===== config.mk =====
export PLATFORM = sky130hd
export DESIGN_NAME = cpu_sram_arbiter
export DESIGN_NICKNAME = d
export VERILOG_FILES = /design/src/rtl/cpu_sram_arbiter.sv
export SDC_FILE = /design/constraint.sdc
export NUM_CORES = 1
export LEC_CHECK = 0
export ABC_CLOCK_PERIOD_IN_PS = 2770
export CAP_MARGIN = 20
export CORE_AREA = 2 2 106 108
export CTS_CLUSTER_DIAMETER = 80
export DETAILED_ROUTE_END_ITERATION = 8
export DIE_AREA = 0 0 108 110
export PLACE_DENSITY = 0.7
export SLEW_MARGIN = 0
export SYNTH_ARGS = -nofsm -noshare
export SYNTH_HDL_FRONTEND = slang
export SYNTH_SLANG_ARGS = --single-unit

===== constraint.sdc =====
create_clock -name clk -period 2.77 [get_ports clk]
set_input_delay 0.554 -clock clk [delete_from_list [all_inputs] [get_ports clk]]
set_output_delay 0.554 -clock clk [all_outputs]
set_load 0.01 [all_outputs]

===== src/rtl/cpu_sram_arbiter.sv =====
// cpu_sram_arbiter
//
// Shares one SRAM-like memory port between the instruction-fetch master and
// the data master. All three sides use the req/addr_ok/data_ok protocol.
// Each accepted request pushes the granted master ID into an in-order FIFO.
// Every mem_data_ok pops the head ID, which routes the response back to the
// master that issued the request.
//
// Optional build macro:
//   CPU_SRAM_ARB_RR_EN - when both masters request and no request is stalled,
//                        grant the master that was not granted last. Without
//                        it, data has fixed priority over inst.
//
// Ports:
//   clk, reset                  clock, asynchronous active-high reset
//   inst_req/addr               instruction master request (read only)
//   inst_addr_ok/data_ok/rdata  instruction master handshake and response
//   data_req/wr/size/addr/wdata data master request
//   data_addr_ok/data_ok/rdata  data master handshake and response
//   mem_req/wr/size/addr/wdata  request to the memory/AXI bridge
//   mem_addr_ok/data_ok/rdata   memory handshake and response
//   resp_err                    sticky: a response arrived with nothing outstanding
//
// Request lock:
//   lock | meaning
//   0    | free: the grant follows priority (or round robin)
//   1    | a request was presented but not accepted; lock_id is held until accepted

module cpu_sram_arbiter #(
    parameter int MAX_OUTSTANDING = 4,
    parameter int ID_W            = 1
) (
    input  logic        clk,
    input  logic        reset,

    input  logic        inst_req,
    input  logic [31:0] inst_addr,
    output logic        inst_addr_ok,
    output logic        inst_data_ok,
    output logic [31:0] inst_rdata,

    input  logic        data_req,
    input  logic        data_wr,
    input  logic [1:0]  data_size,
    input  logic [31:0] data_addr,
    input  logic [31:0] data_wdata,
    output logic        data_addr_ok,
    output logic        data_data_ok,
    output logic [31:0] data_rdata,

    output logic        mem_req,
    output logic        mem_wr,
    output logic [1:0]  mem_size,
    output logic [31:0] mem_addr,
    output logic [31:0] mem_wdata,
    input  logic        mem_addr_ok,
    input  logic        mem_data_ok,
    input  logic [31:0] mem_rdata,

    output logic        resp_err
);

    localparam int PTR_W = (MAX_OUTSTANDING > 1) ? $clog2(MAX_OUTSTANDING) : 1;
    localparam int CNT_W = $clog2(MAX_OUTSTANDING + 1);
    localparam logic [CNT_W-1:0] FULL_CNT = CNT_W'(MAX_OUTSTANDING);
    localparam logic [ID_W-1:0]  ID_INST  = '0;
    localparam logic [ID_W-1:0]  ID_DATA  = ID_W'(1);

    logic [ID_W-1:0]  id_fifo [MAX_OUTSTANDING];
    logic [PTR_W-1:0] wr_ptr;
    logic [PTR_W-1:0] rd_ptr;
    logic [CNT_W-1:0] count;

    logic             lock;
    logic [ID_W-1:0]  lock_id;

    logic             fifo_full;
    logic             fifo_empty;
    logic             grant_valid;
    logic [ID_W-1:0]  grant_id;
    logic             grant_inst;
    logic             grant_data;
    logic             push;
    logic             pop;
    logic [ID_W-1:0]  head_id;

`ifdef CPU_SRAM_ARB_RR_EN
    logic [ID_W-1:0]  rr_last;
`endif

    assign fifo_full  = (count == FULL_CNT);
    assign fifo_empty = (count == '0);

    // The full check uses the registered count, so a slot freed by a pop
    // this cycle is only offered to the masters on the next cycle.
    always_comb begin
        grant_valid = 1'b0;
        grant_id    = ID_INST;
        if (!fifo_full) begin
            if (lock) begin
                grant_valid = 1'b1;
                grant_id    = lock_id;
            end else if (data_req && inst_req) begin
                grant_valid = 1'b1;
`ifdef CPU_SRAM_ARB_RR_EN
                grant_id    = (rr_last == ID_DATA) ? ID_INST : ID_DATA;
`else
                grant_id    = ID_DATA;
`endif
            end else if (data_req) begin
                grant_valid = 1'b1;
                grant_id    = ID_DATA;
            end else if (inst_req) begin
                grant_valid = 1'b1;
                grant_id    = ID_INST;
            end
        end
    end

    assign grant_inst = grant_valid && (grant_id == ID_INST);
    assign grant_data = grant_valid && (grant_id == ID_DATA);

    // Gating with reset keeps the bridge and both masters quiet while reset is held.
    assign mem_req   = !reset && ((grant_data && data_req) || (grant_inst && inst_req));
    assign mem_wr    = grant_data ? data_wr    : 1'b0;
    assign mem_size  = grant_data ? data_size  : 2'd2;
    assign mem_addr  = grant_data ? data_addr  : inst_addr;
    assign mem_wdata = grant_data ? data_wdata : 32'd0;

    assign push         = mem_req && mem_addr_ok;
    assign inst_addr_ok = push && grant_inst;
    assign data_addr_ok = push && grant_data;

    assign head_id      = id_fifo[rd_ptr];
    assign pop          = !reset && mem_data_ok && !fifo_empty;
    assign inst_data_ok = pop && (head_id == ID_INST);
    assign data_data_ok = pop && (head_id == ID_DATA);
    assign inst_rdata   = mem_rdata;
    assign data_rdata   = mem_rdata;

    // ID storage holds no control state, so it needs no reset.
    always_ff @(posedge clk) begin
        if (push) begin
            id_fifo[wr_ptr] <= grant_id;
        end
    end

    always_ff @(posedge clk or posedge reset) begin
        if (reset) begin
            wr_ptr   <= '0;
            rd_ptr   <= '0;
            count    <= '0;
            lock     <= 1'b0;
            lock_id  <= ID_INST;
            resp_err <= 1'b0;
        end else begin
            // Power-of-two depth: the pointers wrap by plain overflow.
            if (push) begin
                wr_ptr <= wr_ptr + 1'b1;
            end
            if (pop) begin
                rd_ptr <= rd_ptr + 1'b1;
            end
            case ({push, pop})
                2'b10:   count <= count + 1'b1;
                2'b01:   count <= count - 1'b1;
                default: ;
            endcase

            if (push) begin
                lock <= 1'b0;
            end else if (mem_req) begin
                lock    <= 1'b1;
                lock_id <= grant_id;
            end

            if (mem_data_ok && fifo_empty) begin
                resp_err <= 1'b1;
            end
        end
    end

`ifdef CPU_SRAM_ARB_RR_EN
    always_ff @(posedge clk or posedge reset) begin
        if (reset) begin
            rr_last <= ID_INST;
        end else if (push) begin
            rr_last <= grant_id;
        end
    end
`endif

endmodule


==> results.py, run 1 <==
metrics = {
    "drt": {
        "wl_met1_um": 2710,
        "topRoutingLayerUsed": "met4",
        "via_per_inst": 3.80,
        "ant_nets": 0,
        "routed_wl_um": 7010,
        "wl_per_cell_um": 14.9,
        "drc": 0,
        "met2WireLength_um": 3450,
        "num_vias": 1784,
        "drtIter0Drc": 63,
        "met3_wirelength_um": 735,
        "dr.pass1.iters": 4,
    },
    "synthesis": {
        "synth.area.top_cells": "buf_4 (26%), mux2_2 (19%), and2_1 (13%)",
        "synth_area_um2": 1880,
        "ys_seq_area_frac": 0.197,
        "synth_nets": 351,
        "yosys.area.top_type": "buf_4",
        "synth_edf_count": 4,
        "yosys.area.top_type_share": 0.255,
        "synth-main-ff-cell": "dfrtp_1",
        "netlist_instances": 208,
        "synth_async_sr_flop_share": 0.714,
        "synth_cell_types": 31,
        "ys_seq_elements": 14,
        "ys.warnings.count": 0,
        "postSynthAreaPerCell_um2": 9.04,
    },
    "placement": {
        "io_buffer_count": 177,
        "gp_congestion": 0.702,
        "numPlacedInstances": 460,
        "hpwl_um": 5740,
        "placed_cell_area_um2": 3380,
    },
    "worst_setup_path": {
        "start_kind": "primary input",
        "setup.worst_path.end_class": "output pin",
        "crit_buf_inv": 5,
        "worstPathArrival_ps": 2150,
        "cp_max_fo": 21,
        "slowest_stage": "clkdlybuf4s50_1",
        "crit_chain": "dlygate4sd2_1 > mux2i_4 > nor2_4 > buf_4 > buf_12 > buf_16 > and2_1 > clkdlybuf4s50_1",
        "worstSetupPathType": "primary input to output pin",
        "cp_data_required_time_ps": 2220,
        "critPathTopFamily": "buffers and inverters",
        "critical_path.max_stage_delay_ps": 500,
    },
    "layout": {
        "num_antenna_cells": 0,
        "drive_gt1_frac": 0.173,
        "fin_util": 0.330,
        "syn_to_final_growth_pct": 87.8,
        "num-nets-final": 474,
        "final_common_cell": "clkdlybuf4s50_1",
        "fillers": 1123,
        "layout.cells.non_filler": 470,
        "final_cell_mix": "clkdlybuf4s50_1 (133), and2_1 (40), dlygate4sd2_1 (34)",
        "final_area_um2": 3530,
    },
    "job": {
        "cap_violations": 0,
    },
    "power": {
        "total_leakage_power_nw": 1.57,
        "combPwrFrac": 0.782,
        "powerDensity_nw_per_um2": 746,
        "clkPwrFrac": 0.068,
        "internal_power_mw": 1.66,
        "ir_drop_v": 0.000259,
        "netSwitchingPower_uw": 977,
        "seqPwrFrac": 0.150,
        "swShare": 0.371,
    },
    "sta": {
        "hold_violations": 0,
        "relSlewSlack": 0.711,
        "fmax_mhz": 370,
        "fin_crit_ps": 2700,
        "slew_violations": 0,
        "tns_ps": 0,
        "setup_viol": 0,
        "worst_pin_slew_ps": 433,
        "skew_ps": 5.87,
        "period_share": 0.976,
    },
    "clocking": {
        "clock_path_buffers": 2,
        "cts.sinks": 14,
        "clk_pin_slew_ps": 60,
        "h-tree-depth": 1,
        "clock_latency_ps": 250,
        "root_buffer": "clkbuf_8",
        "cts_tree": "done",
        "cts_buffers": 3,
    },
    "floorplanning": {
        "row_count": 38,
        "coreArea_um2": 10700,
        "die_h_um": 110,
        "pin_count": 274,
        "die_w_um": 108,
        "initial_core_util": 0.176,
        "dieArea_um2": 11900,
    },
    "status": {
        "status": "finished, final reports clean",
    },
    "global_route": {
        "grt_pass1_wl_um": 9490,
        "track_usage": 0.105,
        "first_global_vias": 1774,
        "grt_max_degree": 22,
        "antenna_found_initial": 0,
        "gr-total-overflow": 0,
    },
    "hold_path": {
        "hold_class": "flip-flop to flip-flop",
    },
}
per-layer routing:
metal  track usage  vias to the layer above
met5             0                        -
met4        0.0339                        0
met3        0.0312                       27
met2         0.183                      114
met1         0.124                      790
li1              -                      853
cells by family after synthesis:
group	share of synthesized area
flip-flops	0.197
AO/OA/AOI/OAI	0.0200
XOR/XNOR	0.0279
multiplexers	0.228
AND/OR/NAND/NOR	0.192
buffers and inverters	0.292
adder cells (fa/ha/maj)	0.0439
flip-flops by register name, summed over array words and instances (netlist names):
register and cells:
count 3, id_fifo 4, lock 1, lock_id 1, rd_ptr 2, resp_err 1
wr_ptr 2
worst register-to-register path: stages, from the launching register on:
cell and delay [ps]:
dfrtp_2 440, nor3b_4 280, buf_4 160, nor2_1 50, and3_1 200, inv_1 60, ha_1 170, inv_1 60
fa_1 380, xor2_1 150, nor2_1 110, xor2_1 140
layout make-up:
cell class | instances | area, um^2 | area share
Clock buffer | 4 | 45.0 | 0.0128
Inverter | 8 | 30.0 | 0.00850
Timing Repair Buffer | 190 | 1930 | 0.546
Sequential cell | 14 | 373 | 0.106
Tap cell | 140 | 175 | 0.0496
Multi-Input combinational cell | 114 | 978 | 0.277
cells in the mapped netlist, types with 2 or more instances:
library cell,count
nand2_1,4
mux2i_1,3
xor2_1,3
clkbuf_2,2
mux2_2,32
o21ai_0,2
nor2_1,6
ha_1,5
and2_1,40
buf_4,64
buf_2,5
dfrtp_1,10
xnor2_1,3
inv_1,8
o31ai_1,2
edfxtp_1,4
power by group through the flow:
stage | registers, mW | logic [mW] | clock network [mW]
after floorplan | 0.377 | 1.04 | 0
after global placement | 0.386 | 1.95 | 0
after detailed placement | 0.392 | 1.98 | 0
after CTS | 0.395 | 2.10 | 0.187
after global routing | 0.412 | 2.22 | 0.200
final | 0.396 | 2.06 | 0.178
per-stage QoR:
step                      hold slack [ps]  worst slack, ps  total power [mW]
final                                 462             65.4              2.63
after global routing                  488           -0.947              2.83
after CTS                             465             13.4              2.68
after detailed placement              450             -295              2.37
after global placement                446             -251              2.34
after floorplan                       394              603              1.42
worst paths after layout:
kind | start | to | slack, ps | cells past startpoint
worst min register to register | resp_err | resp_err | 460 | 1
worst min-delay path | resp_err | resp_err | 460 | 1
worst max-delay path | data_req | mem_wdata[28] | 70 | 8
worst max register to register | count[0] | count[2] | 500 | 11
min in group asynchronous | reset | rd_ptr[0] | 730 | 2
max in group asynchronous | reset | count[0] | 1710 | 2
repair_timing:
item / in CTS / in global routing
endpoints found under the hold margin: 0 / 0
cloned: 2 / 0
endpoints found under the setup margin: 67 / 19
hold buffers: 0 / 0
pin swaps: 1 / 2
setup buffers: 3 / 1
resized for setup: 39 / 12
No activity file was read; power rests on OpenSTA's default activity.
==> run 2, diff against run 1 <==
--- a/config.mk
+++ b/config.mk
@@ -11,8 +11,7 @@
 export CTS_CLUSTER_DIAMETER = 80
 export DETAILED_ROUTE_END_ITERATION = 8
 export DIE_AREA = 0 0 108 110
-export PLACE_DENSITY = 0.7
-export SLEW_MARGIN = 0
+export PLACE_DENSITY_LB_ADDON = 0.12
 export SYNTH_ARGS = -nofsm -noshare
 export SYNTH_HDL_FRONTEND = slang
 export SYNTH_SLANG_ARGS = --single-unit
==> run 2 against run 1 <==
Net effect:
- die area unchanged
- count of clock-buffer cells in the layout unchanged
- maximum frequency increased by 0.45%
- total power increased by 2.3%
- first-iteration DRC count decreased by 22%
- register-to-register slack about the same
- clock power decreased by 4%
- combinational power increased by 3%
- wire length increased by 0.66%
- setup slack improved by 12 ps
- largest cell class unchanged
==> results.py, run 2 (same netlist as run 1, synthesis figures left out) <==
metrics = {
    "status": {
        "status": "finished, final reports clean",
    },
    "layout": {
        "layout.cells.non_filler": 474,
        "largestRegisters": "id_fifo (4), count (3)",
        "final_common_cell": "clkdlybuf4s50_1",
        "num-nets-final": 478,
        "largest_reg_flops": 4,
        "top_register": "id_fifo",
        "drive_gt1_frac": 0.186,
        "final_cell_mix": "clkdlybuf4s50_1 (149), and2_1 (40), mux2_2 (32)",
        "syn_to_final_growth_pct": 88.5,
        "num_antenna_cells": 0,
    },
    "worst_setup_path": {
        "crit_buf_inv": 5,
        "worstPathArrival_ps": 2140,
        "critical_path.max_stage_delay_ps": 470,
        "worstSetupPathType": "primary input to output pin",
        "crit_chain": "dlygate4sd2_1 > mux2i_4 > nor2_4 > buf_12 > buf_16 > buf_4 > and2_1 > clkdlybuf4s50_1",
        "setup.worst_path.end_class": "output pin",
        "slowest_stage": "clkdlybuf4s50_1",
        "cp_max_fo": 19,
        "critPathTopFamily": "buffers and inverters",
        "rrSetupSlack_ps": 490,
        "start_kind": "primary input",
        "cp_data_required_time_ps": 2220,
    },
    "clocking": {
        "cts_hold_buf": 0,
        "h-tree-depth": 1,
        "cts_buffers": 3,
        "root_buffer": "clkbuf_8",
        "clk_pin_slew_ps": 60,
        "cts.sinks": 14,
        "cts_tree": "done",
        "clock_path_buffers": 2,
        "clock_latency_ps": 240,
    },
    "placement": {
        "numPlacedInstances": 463,
        "pre_cts_ws_ps": -231,
        "hpwl_um": 5770,
        "io_buffer_count": 177,
        "gp_congestion": 0.723,
    },
    "sta": {
        "tns_ps": 0,
        "period_share": 0.972,
        "skew_ps": 1.20,
        "fin_crit_ps": 2690,
        "fin_ws_ps": 77.5,
        "hold_slack_ps": 459,
        "slew_violations": 0,
        "relSlewSlack": 0.711,
        "setup_viol": 0,
        "fmax_mhz": 371,
        "hold_violations": 0,
        "worst_pin_slew_ps": 432,
    },
    "floorplanning": {
        "dieArea_um2": 11900,
        "row_count": 38,
        "die_h_um": 110,
        "initial_core_util": 0.176,
        "die_w_um": 108,
        "pin_count": 274,
        "coreArea_um2": 10700,
    },
    "drt": {
        "drtIter0Drc": 49,
        "dr.pass1.iters": 3,
        "ant_nets": 0,
        "routed_wl_um": 7060,
        "drc": 0,
        "via_per_inst": 3.76,
        "wl_per_cell_um": 14.9,
        "num_vias": 1782,
    },
    "power": {
        "total_leakage_power_nw": 1.45,
        "p_total_mw": 2.69,
        "ir_drop_v": 0.000434,
        "powerDensity_nw_per_um2": 760,
    },
    "global_route": {
        "grt_max_degree": 20,
        "first_global_vias": 1790,
        "track_usage": 0.105,
        "gr-total-overflow": 0,
        "antenna_found_initial": 0,
        "grt_pass1_wl_um": 9650,
    },
    "hold_path": {
        "hold_class": "flip-flop to flip-flop",
    },
    "job": {
        "cap_violations": 0,
    },
}
==> run 2: cell types whose count changed in the layout (fill, tap and decap cells not counted) <==
cell,before,now
buf_4,8,11
bufbuf_16,1,0
dlygate4sd2_1,34,26
buf_6,0,2
clkdlybuf4s50_1,133,149
buf_8,1,0
buf_16,1,2
clkdlybuf4s15_2,0,1
dlymetal6s2s_1,10,1
==> run 2: path summary, 6_finish.rpt <==
path	start	to	cells past startpoint
worst max register to register	count[0]	count[2]	11
min in group asynchronous	reset	rd_ptr[1]	2
worst min-delay path	resp_err	resp_err	1
worst min register to register	resp_err	resp_err	1
max in group asynchronous	reset	count[0]	2
worst max-delay path	data_req	mem_wdata[18]	8
==> run 2: area by class of cell <==
type,instances,area (um^2)
Clock buffer,4,45.0
Fill cell,1131,7150
Inverter,8,30.0
Multi-Input combinational cell,114,978
Sequential cell,14,373
Tap cell,140,175
Timing Repair Buffer,194,1940
==> run 2: what timing repair did <==
action / in CTS / in global routing
pin swaps: 1 / 2
cloned: 2 / 0
endpoints found under the setup margin: 66 / 9
gates resized for setup: 35 / 3
setup buffers: 4 / 1
==> run 2: stage by stage <==
step	util	cell area [um^2]
2_1_floorplan	-	1880
3_3_place_gp	0.318	3400
3_5_place_dp	0.318	3400
4_1_cts	0.330	3530
5_1_grt	0.331	3540
6_report	0.331	3540
==> run 2: per-layer routing <==
metal | GRT usage | up-vias | routed length (um)
met2 | 0.191 | 113 | 3600
met5 | 0 | - | 0
met3 | 0.0406 | 15 | 794
li1 | - | 857 | -
met1 | 0.118 | 797 | 2540
met4 | 0.0192 | 0 | 120
==> run 2: power breakdown <==
group          total (mW)  switching (mW)  internal (mW)
registers           0.398          0.0899          0.308
clock network       0.171          0.0697          0.102
logic                2.13           0.821           1.30
total                2.69           0.980           1.71
==> run 3, diff against run 2 <==
--- a/config.mk
+++ b/config.mk
@@ -5,12 +5,13 @@
 export SDC_FILE = /design/constraint.sdc
 export NUM_CORES = 1
 export LEC_CHECK = 0
+export ABC_AREA = 1
 export ABC_CLOCK_PERIOD_IN_PS = 2770
 export CAP_MARGIN = 20
-export CORE_AREA = 2 2 106 108
+export CORE_AREA = 2 2 107 109
 export CTS_CLUSTER_DIAMETER = 80
 export DETAILED_ROUTE_END_ITERATION = 8
-export DIE_AREA = 0 0 108 110
+export DIE_AREA = 0 0 109 111
 export PLACE_DENSITY_LB_ADDON = 0.12
 export SYNTH_ARGS = -nofsm -noshare
 export SYNTH_HDL_FRONTEND = slang
==> run 3 against run 2 <==
Net effect:
- synthesized cell count increased by 60%
- clock skew up 1.8 ps
- combinational power fell by 12%
- design area is 0.81% higher
- via count rose by 23%
- synthesized area grew 5.7%
- sequential cell count unchanged
- maximum frequency rose by 5.1%
- cell count rose by 27%
- clock power up 63%
- non-clock buffer count shrank 1
- global-route usage is 1.1 points higher
- critical endpoint is now inst_data_ok
- highest routed layer unchanged
==> results.py, run 3 <==
metrics = {
    "power": {
        "p_total_mw": 2.51,
        "ir_drop_v": 0.000272,
        "powerDensity_nw_per_um2": 702,
        "total_leakage_power_nw": 1.95,
    },
    "drt": {
        "via_per_inst": 3.65,
        "wl_met1_um": 2690,
        "dr.pass1.iters": 4,
        "drtIter0Drc": 35,
        "met3_wirelength_um": 1010,
        "wl_per_cell_um": 12.3,
        "ant_nets": 0,
        "met2WireLength_um": 3640,
        "drc": 0,
        "routed_wl_um": 7390,
        "topRoutingLayerUsed": "met4",
        "num_vias": 2191,
    },
    "synthesis": {
        "yosys.area.top_type_share": 0.242,
        "synth_cell_types": 24,
        "synth.area.top_cells": "buf_4 (24%), nand2_1 (22%), dfrtp_1 (13%)",
        "ys_seq_area_frac": 0.186,
        "ys_seq_elements": 14,
        "synth_edf_count": 4,
        "yosys.area.top_type": "buf_4",
        "netlist_instances": 333,
        "postSynthAreaPerCell_um2": 5.97,
        "synth_nets": 476,
        "synth_area_um2": 1990,
        "ys.warnings.count": 0,
        "synth_async_sr_flop_share": 0.714,
        "yosys-top-cells-count": "nand2_1 (118), buf_4 (64), inv_1 (51)",
        "synth_most_common_cell": "nand2_1",
        "synth-main-ff-cell": "dfrtp_1",
    },
    "worst_setup_path": {
        "timing.rr.end": "count[2]",
        "slowest_stage": "clkdlybuf4s50_1",
        "critical_path.max_stage_delay_ps": 560,
        "rrSetupSlack_ps": 530,
        "setup.worst_path.end_class": "output pin",
        "crit_chain": "clkdlybuf4s50_1 > clkinv_1 > nand3_1 > a21oi_1 > clkdlybuf4s50_1",
        "cp_max_fo": 6,
        "r2r_cells": 12,
        "cp-startpoint": "reset",
        "crit_path_frequent_cell": "clkdlybuf4s50_1",
        "r2r_start": "count[1]",
        "worstPathArrival_ps": 2010,
        "worstSetupPathType": "primary input to output pin",
        "start_kind": "primary input",
        "cp_data_required_time_ps": 2220,
    },
    "floorplanning": {
        "dieArea_um2": 12100,
        "initial_core_util": 0.179,
        "row_count": 39,
        "pin_count": 274,
        "die_w_um": 109,
        "die_h_um": 111,
        "coreArea_um2": 11100,
    },
    "sta": {
        "hold_violations": 0,
        "relSlewSlack": 0.843,
        "setup_viol": 0,
        "worst_pin_slew_ps": 234,
        "slew_violations": 0,
        "fin_crit_ps": 2560,
        "skew_ps": 3.04,
        "fmax_mhz": 390,
        "rsz0062_at_grt": "no",
        "period_share": 0.925,
    },
    "global_route": {
        "gr-total-overflow": 0,
        "first_global_vias": 2184,
        "grt_max_degree": 49,
        "track_usage": 0.116,
        "grt_pass1_wl_um": 11000,
        "antenna_found_initial": 1,
    },
    "status": {
        "status": "finished, final reports clean",
    },
    "layout": {
        "largest_reg_flops": 4,
        "top_register": "id_fifo",
        "multiInputGateArea_um2": 858,
        "fillers": 1242,
        "final-seq-area_um2": 370,
        "final_common_cell": "clkdlybuf4s50_1",
        "final_cell_mix": "clkdlybuf4s50_1 (123), nand2_1 (117), inv_1 (51)",
        "syn_to_final_growth_pct": 79.7,
        "fin_util": 0.323,
        "largestRegisters": "id_fifo (4), count (3)",
        "num-nets-final": 600,
        "drive_gt1_frac": 0.0592,
    },
    "hold_path": {
        "hold_end": "resp_err",
        "holdPathStages": 1,
        "hold_class": "flip-flop to flip-flop",
        "min_from": "resp_err",
    },
    "clocking": {
        "cts_post_setup_buffers_inserted": 0,
        "clock_path_buffers": 2,
        "cts_tree": "done",
        "cts_buffers": 3,
        "h-tree-depth": 1,
        "root_buffer": "clkbuf_16",
        "cts.sinks": 14,
        "clk_pin_slew_ps": 50,
        "clock_latency_ps": 250,
        "cts_hold_buf": 0,
    },
    "placement": {
        "gp_congestion": 0.740,
        "hpwl_um": 6440,
        "io_buffer_count": 177,
    },
    "job": {
        "cap_violations": 0,
    },
}
## run 3: cell types whose count changed in the layout (fill, tap and decap cells not counted), sizes merged, moves of 3 or more
| cell | before | now |
|---|---|---|
| nand2 | 4 | 121 |
| inv | 8 | 52 |
| and2 | 40 | 0 |
| nor2 | 7 | 45 |
| mux2 | 33 | 0 |
| clkdlybuf4s50 | 149 | 123 |
| dlygate4sd2 | 26 | 48 |
| dlymetal6s2s | 1 | 6 |
| nand3 | 1 | 6 |
| mux2i | 3 | 0 |
| nand4 | 0 | 3 |
## run 3: power breakdown
| part | switching [mW] | total [mW] | internal, mW | leakage (nW) |
|---|---|---|---|---|
| clock network | 0.0869 | 0.278 | 0.191 | 0.0385 |
| registers | 0.0647 | 0.359 | 0.294 | 0.154 |
| logic | 0.961 | 1.87 | 0.912 | 1.76 |
| total | 1.11 | 2.51 | 1.40 | 1.95 |
## run 3: logic make-up after synthesis
kind of cell,count (synthesis),share of synthesized area
simple gates,176,0.352
fa+ha+maj,6,0.0415
flops,14,0.186
buf+inv,127,0.386
xor+xnor,3,0.0132
compound gates,7,0.0208
## run 3: critical path: cells and delay by family
family / cells / cell delay, ps
and+or+nand+nor: 1 / 170
buffers and inverters: 3 / 1110
AOI/OAI and AO/OA: 1 / 160
## run 3: cell type report
class	count	area share
Antenna cell	1	0.000700
Clock buffer	3	0.0210
Clock inverter	1	0.00105
Inverter	53	0.0564
Multi-Input combinational cell	192	0.240
Sequential cell	14	0.104
Tap cell	143	0.0501
Timing Repair Buffer	193	0.527
## run 3: metal layers
layer,global-route usage,vias to the layer above
li1,-,1149
met1,0.121,893
met2,0.209,139
met3,0.0606,10
met4,0.0145,0
met5,0,-
## run 3: worst max-delay path by stage
stage                         to  slack (ps)  cells past startpoint
finish              inst_data_ok         210                      5
global route        data_data_ok         100                      5
CTS                 mem_wdata[5]        0.04                      7
detailed placement  mem_addr[31]         -90                      9
global placement    mem_addr[31]         -70                      9
floorplan               count[2]         520                      8
## run 3: through the flow
step / instances / TNS (ps) / instance area (um^2) / hold WS, ps / setup slack, ps
after floorplan: 333 / 0 / 1990 / 404 / 523
after global placement: 595 / -891 / 3520 / 455 / -68.8
after detailed placement: 595 / -1550 / 3520 / 457 / -89.0
after CTS: 599 / 0 / 3550 / 467 / 0.0417
after global routing: 599 / 0 / 3570 / 481 / 103
final: 600 / 0 / 3570 / 463 / 208
## run 3: what timing repair did
item                       in CTS  in global routing
setup endpoints to repair      49                 22
pin swaps                       0                  0
gates resized for setup        53                  7
